### config.mk
export PLATFORM = sky130hd
export DESIGN_NAME = r22sdf_twiddle_mul_flat
export DESIGN_NICKNAME = d
export VERILOG_FILES = /design/src/rtl/r22sdf_pkg.sv /design/src/rtl/r22sdf_twiddle_mul_if.sv /design/src/rtl/r22sdf_twiddle_addr_gen.sv /design/src/rtl/r22sdf_twiddle_mul.sv /design/src/flat_wrapper.sv
export SDC_FILE = /design/constraint.sdc
export NUM_CORES = 2
export LEC_CHECK = 0
export ABC_CLOCK_PERIOD_IN_PS = 8310
export CAP_MARGIN = 10
export CORE_MARGIN = 2
export CORE_UTILIZATION = 45
export CTS_BUF_LIST = sky130_fd_sc_hd__clkbuf_4 sky130_fd_sc_hd__clkbuf_8 sky130_fd_sc_hd__clkbuf_16
export CTS_CLUSTER_SIZE = 25
export DETAILED_ROUTE_END_ITERATION = 16
export PLACE_DENSITY = 0.66
export SYNTH_ARGS = -nofsm -noshare
export SYNTH_HDL_FRONTEND = slang
export SYNTH_HIERARCHICAL = 1
export SYNTH_SLANG_ARGS = --single-unit
### constraint.sdc
create_clock -name clk -period 8.31 [get_ports clk]
set_input_delay 0.831 -clock clk [delete_from_list [all_inputs] [get_ports clk]]
set_output_delay 0.831 -clock clk [all_outputs]
set_load 0.05 [all_outputs]
### src/rtl/r22sdf_pkg.sv
// Shared types and constants for the R2^2 SDF twiddle multiplier.
// Optional feature macro: R22SDF_TWMUL_SAT_EN (saturating output reduction).
package r22sdf_pkg;

  localparam int unsigned DW = 16;
  localparam int unsigned CW = 16;
  localparam int unsigned AW = 4;

  // Round-half-up constant for the Q1.(CW-1) product scaling
  localparam int unsigned RND_C = 1 << (CW - 2);

  localparam int SAT_MAX = (1 << (DW - 1)) - 1;
  localparam int SAT_MIN = -(1 << (DW - 1));

  typedef struct packed {
    logic signed [DW-1:0] re;
    logic signed [DW-1:0] im;
  } sample_t;

  typedef struct packed {
    logic signed [CW-1:0] re;
    logic signed [CW-1:0] im;
  } coef_t;

  typedef enum logic [1:0] {Q0, Q1, Q2, Q3} quarter_t;

endpackage

### src/rtl/r22sdf_twiddle_mul_if.sv
// Streaming sample, coefficient ROM and result bus of the twiddle multiplier.
interface r22sdf_twiddle_mul_if;
  import r22sdf_pkg::*;

  logic                 sync;
  logic                 din_valid;
  logic signed [DW-1:0] din_re;
  logic signed [DW-1:0] din_im;
  logic [AW-1:0]        coef_addr;
  logic signed [CW-1:0] coef_re;
  logic signed [CW-1:0] coef_im;
  logic                 dout_valid;
  logic signed [DW-1:0] dout_re;
  logic signed [DW-1:0] dout_im;

  modport master (
    output sync, din_valid, din_re, din_im, coef_re, coef_im,
    input  coef_addr, dout_valid, dout_re, dout_im
  );

  modport slave (
    input  sync, din_valid, din_re, din_im, coef_re, coef_im,
    output coef_addr, dout_valid, dout_re, dout_im
  );

endinterface

### src/rtl/r22sdf_twiddle_addr_gen.sv
// Frame sample index counter and R2^2 twiddle exponent mapping to ROM address.
module r22sdf_twiddle_addr_gen
  import r22sdf_pkg::*;
(
  input  logic          clk,
  input  logic          rst_n,
  input  logic          sync,
  input  logic          din_valid,
  output logic [AW-1:0] coef_addr
);

  localparam logic [AW-1:0] M_MASK = AW'((1 << (AW - 2)) - 1);

  logic [AW-1:0] cnt;
  logic [AW-1:0] n_eff;
  logic [AW-1:0] m;
  quarter_t      q;

  // Exponent e = 0, 2m, m, 3m per quarter; 3m stays below N
  always_comb begin
    n_eff     = (sync && din_valid) ? '0 : cnt;
    q         = quarter_t'(2'(n_eff >> (AW - 2)));
    m         = n_eff & M_MASK;
    coef_addr = '0;
    case (q)
      Q0:      coef_addr = '0;
      Q1:      coef_addr = m << 1;
      Q2:      coef_addr = m;
      Q3:      coef_addr = (m << 1) + m;
      default: coef_addr = '0;
    endcase
  end

  always_ff @(posedge clk) begin
    if (!rst_n) begin
      cnt <= '0;
    end else if (din_valid) begin
      cnt <= n_eff + AW'(1);
    end
  end

endmodule

### src/rtl/r22sdf_twiddle_mul.sv
// Streaming complex multiply by W_N^e = cos - j*sin, 3-cycle pipeline.
// Optional feature macro: R22SDF_TWMUL_SAT_EN (clamp instead of wrap on reduction).
module r22sdf_twiddle_mul
  import r22sdf_pkg::*;
(
  input logic                  clk,
  input logic                  rst_n,
  r22sdf_twiddle_mul_if.slave  bus
);

  localparam int unsigned PW = DW + CW;
  localparam int unsigned SW = PW + 1;
  localparam int unsigned RW = SW - (CW - 1);

  sample_t              s1_x;
  coef_t                s1_c;
  logic                 s1_valid;
  logic signed [PW-1:0] p_rc, p_is, p_ic, p_rs;
  logic                 s2_valid;
  sample_t              out_q;
  logic                 out_valid;

  logic signed [SW-1:0] rnd_re, rnd_im;
  logic signed [RW-1:0] sh_re, sh_im;

  r22sdf_twiddle_addr_gen u_addr_gen (
    .clk       (clk),
    .rst_n     (rst_n),
    .sync      (bus.sync),
    .din_valid (bus.din_valid),
    .coef_addr (bus.coef_addr)
  );

  function automatic logic signed [DW-1:0] reduce(input logic signed [RW-1:0] v);
`ifdef R22SDF_TWMUL_SAT_EN
    if (int'(v) > SAT_MAX)      reduce = DW'(SAT_MAX);
    else if (int'(v) < SAT_MIN) reduce = DW'(SAT_MIN);
    else                        reduce = DW'(v);
`else
    reduce = DW'(v);
`endif
  endfunction

  // Sum, round half up, scale back from Q1.(CW-1)
  always_comb begin
    rnd_re = SW'(p_rc) + SW'(p_is) + $signed(SW'(RND_C));
    rnd_im = SW'(p_ic) - SW'(p_rs) + $signed(SW'(RND_C));
    sh_re  = RW'(rnd_re >>> (CW - 1));
    sh_im  = RW'(rnd_im >>> (CW - 1));
  end

  always_ff @(posedge clk) begin
    if (!rst_n) begin
      s1_x      <= '0;
      s1_c      <= '0;
      s1_valid  <= 1'b0;
      p_rc      <= '0;
      p_is      <= '0;
      p_ic      <= '0;
      p_rs      <= '0;
      s2_valid  <= 1'b0;
      out_q     <= '0;
      out_valid <= 1'b0;
    end else begin
      s1_x.re   <= bus.din_re;
      s1_x.im   <= bus.din_im;
      s1_c.re   <= bus.coef_re;
      s1_c.im   <= bus.coef_im;
      s1_valid  <= bus.din_valid;
      p_rc      <= PW'(s1_x.re) * PW'(s1_c.re);
      p_is      <= PW'(s1_x.im) * PW'(s1_c.im);
      p_ic      <= PW'(s1_x.im) * PW'(s1_c.re);
      p_rs      <= PW'(s1_x.re) * PW'(s1_c.im);
      s2_valid  <= s1_valid;
      out_valid <= s2_valid;
      if (s2_valid) begin
        out_q.re <= reduce(sh_re);
        out_q.im <= reduce(sh_im);
      end
    end
  end

  assign bus.dout_valid = out_valid;
  assign bus.dout_re    = out_q.re;
  assign bus.dout_im    = out_q.im;

endmodule

### src/flat_wrapper.sv
// flat-port wrapper written by rule: the top's interface ports become plain ports
module r22sdf_twiddle_mul_flat import r22sdf_pkg::*;
  (clk, rst_n, bus_sync, bus_din_valid, bus_din_re, bus_din_im, bus_coef_re, bus_coef_im, bus_coef_addr, bus_dout_valid, bus_dout_re, bus_dout_im);
  r22sdf_twiddle_mul_if bus_i ();
  input logic clk;
  input logic rst_n;
  input wire logic [$bits(bus_i.sync)-1:0] bus_sync;
  input wire logic [$bits(bus_i.din_valid)-1:0] bus_din_valid;
  input wire logic [$bits(bus_i.din_re)-1:0] bus_din_re;
  input wire logic [$bits(bus_i.din_im)-1:0] bus_din_im;
  input wire logic [$bits(bus_i.coef_re)-1:0] bus_coef_re;
  input wire logic [$bits(bus_i.coef_im)-1:0] bus_coef_im;
  output wire logic [$bits(bus_i.coef_addr)-1:0] bus_coef_addr;
  output wire logic [$bits(bus_i.dout_valid)-1:0] bus_dout_valid;
  output wire logic [$bits(bus_i.dout_re)-1:0] bus_dout_re;
  output wire logic [$bits(bus_i.dout_im)-1:0] bus_dout_im;
  assign bus_i.sync = bus_sync;
  assign bus_i.din_valid = bus_din_valid;
  assign bus_i.din_re = bus_din_re;
  assign bus_i.din_im = bus_din_im;
  assign bus_i.coef_re = bus_coef_re;
  assign bus_i.coef_im = bus_coef_im;
  assign bus_coef_addr = bus_i.coef_addr;
  assign bus_dout_valid = bus_i.dout_valid;
  assign bus_dout_re = bus_i.dout_re;
  assign bus_dout_im = bus_i.dout_im;
  r22sdf_twiddle_mul u_core (.clk(clk), .rst_n(rst_n), .bus(bus_i));
endmodule
==> impl_metrics.tcl <==
set metrics [dict create \
    firstDrtPassIters 5 \
    finish.instance_area_um2 51100 \
    critPathLaunchType "register" \
    clk_path_buf_depth 3 \
    setup_viol 0 \
    syn-num-nets 6678 \
    r2r_setup_slack_ps 1040 \
    drc_errors 0 \
    instances_no_fill 6562 \
    worst_pin_slew_ps 1230 \
    area_delta_synth_final_pct 8.07 \
    first_global_vias 36500 \
    p_per_area_nw_per_um2 192 \
    cp-endpoint "u_core/p_rc[25]" \
    final_nets 6682 \
    reg2reg_from "u_core/s1_c[22]" \
    port_buffers 104 \
    skew_ps 41.0 \
    syn_inst 5152 \
    postCtsSetupBuffers 0 \
    tritoncts "built" \
    fill_cells 9879 \
    period_needed_ps 7270 \
    critPathRequiredTime_ps 8720 \
    crit_type "reg -> reg" \
    hold_buffers 0 \
    ys_seq_area_share_pct 9.61 \
    routed_via_density 5.15 \
    place_inst 6499 \
    avgSynthCellArea_um2 9.18 \
    synth_edf_count 0 \
    drt_iter0_drc 1991 \
    cts_resized 0 \
    worstSkewPairLatency_ps 590 \
    slew_violations 0 \
    period_share_pct 87.5 \
    fin_ws_ps 1040 \
    cp-end-kind "register" \
    via_count 33800 \
    post-place-ws_ps 1150 \
    die_height_um 328 \
    ys_types 74 \
    relSlewSlack_pct 17.6 \
    grt_pass1_wl_um 199000 \
    cts_sinks 227 \
    m1WireLength_um 51200 \
    reg2reg_to "u_core/p_rc[25]" \
    static-leakage-power_nw 25.9 \
    wl_per_cell_um 18.4 \
    top_layer "met4" \
    synth-main-ff-cell "dfxtp_1" \
    cts_max_level 2 \
    hold_ws_ps 435 \
    die_w_um 328 \
    die_area_um2 108000 \
    antenna_found_initial 6 \
    postLayoutCoreUtil_pct 49.2 \
    drive_gt1_share_pct 3.45 \
    place_area_um2 49900 \
    multi_input_area_um2 37500 \
    coreArea_um2 104000 \
    cts.clk_slew.worst_paths_ps 60 \
    synthArstFlopShare_pct 0 \
    pin_count 105 \
    dr_wl_met2_um 57100 \
    start_util_pct 45.5 \
    crit_start "u_core/s1_c[22]" \
    overflow 0 \
    gp_congestion 0.883 \
    grt_max_degree 64 \
    critical_path.max_fanout 32 \
    grt_use_total_pct 23.8 \
    drt_wl_total_um 121000 \
    layout_commonest_cell "inv_1" \
    ys_seq_elements 227 \
    worstPathArrival_ps 7680 \
    fin_setup_tns_ps 0 \
    cap_viol_max_count 0 \
    regArea_um2 4550 \
    ir_drop_mv 0.131 \
    outcome "completed" \
    yosys_warnings 6 \
    hold_path.class "reg -> reg" \
    synthesis.area_um2 47300 \
    hold_violations 0 \
    cts-root-buf "clkbuf_16" \
    final_antenna_net_count 0 \
    cts_made_buffers 35 \
    dp_hpwl_um 96900 \
    power_mw 9.79 \
    worstRegToRegCells 19 \
    fmax_mhz 138 \
    wl_met3_um 6910 \
    rsz0062_at_grt "no" \
    rows 118 \
    layout_common_cells "1173 x inv_1, 1024 x fa_1, 566 x nand2_1, 555 x and2_1, 434 x ha_1" \
]
-- cell type report --
cell class,count,area share [%]
inverter,1174,8.63
clock inverter,20,0.443
sequential,227,8.91
antenna,1,0.00490
tap,1380,3.38
timing repair buffer,195,3.39
multi-input combinational,3523,73.3
clock buffer,42,1.90
-- sequential cells by signal, summed over array words and instances, names as in the netlist --
signal and count:
u_core/s1_c 32, u_core/s1_x 32, u_core/p_ic 31, u_core/p_is 31, u_core/p_rc 31, u_core/p_rs 31
u_core/bus.dout_im 16, u_core/bus.dout_re 16, u_core/u_addr_gen/cnt 4, u_core/bus.dout_valid 1, u_core/s1_valid 1, u_core/s2_valid 1
-- cells by family (layout without fill, tap and decap cells) --
family,Yosys count,count (layout),share of synthesized area [%]
other cells,0,1,0
flops,227,227,9.61
xor+xnor,158,158,2.93
fa+ha+maj,1458,1458,54.8
buf+inv,1402,1431,11.1
compound gates,384,384,5.31
mux,14,14,0.296
simple gates,1509,1509,15.9
-- report_power, final --
part           switching, mW  internal [mW]  total (mW)
Sequential             0.213           1.35        1.56
Combinational           3.98           2.68        6.66
Clock                  0.631          0.935        1.57
Total                   4.82           4.96        9.79
-- worst min path at each step --
stage | start | to | slack, ps | cells after the start
detailed placement | u_core/s1_valid | u_core/s2_valid | 420 | 1
global route | u_core/s1_valid | u_core/s2_valid | 460 | 1
global placement | u_core/s1_valid | u_core/s2_valid | 420 | 1
floorplan | u_core/s1_valid | u_core/s2_valid | 410 | 1
CTS | u_core/s1_valid | u_core/s2_valid | 440 | 1
finish | u_core/s1_valid | u_core/s2_valid | 430 | 1
-- routing by layer --
metal	track usage [%]	vias up
met5	0	-
met4	9.62	0
met3	3.06	210
met2	39.6	990
met1	31.4	17300
li1	-	15300
-- synthesized netlist by cell type, types with 31 or more instances --
cell type | instances | area share, %
nand2_1 | 566 | 4.5
dfxtp_1 | 227 | 9.6
inv_1 | 1174 | 9.3
a21oi_1 | 114 | 1.2
a21o_1 | 55 | 0.87
xnor2_1 | 104 | 1.9
nor2_1 | 196 | 1.6
and2_1 | 555 | 7.3
xor2_1 | 54 | 1.0
nand2b_1 | 37 | 0.49
clkbuf_1 | 222 | 1.8
fa_1 | 1024 | 43
nand3_1 | 31 | 0.33
o21ai_0 | 73 | 0.77
ha_1 | 434 | 11
-- critical path: stages (launching register included) --
cell      delay (ps)
dfxtp_1         1090
and2_1           270
fa_1             410
inv_1             80
fa_1             440
fa_1             510
inv_1             50
fa_1             490
fa_1             500
inv_1             50
fa_1             500
inv_1             50
ha_1             350
a21oi_1          210
nand2_1          100
a211oi_1         520
nor2_1           270
a311oi_1         500
o21ai_0          170
nor2_1           520
Note: power is estimated with default switching activity, not from simulation.
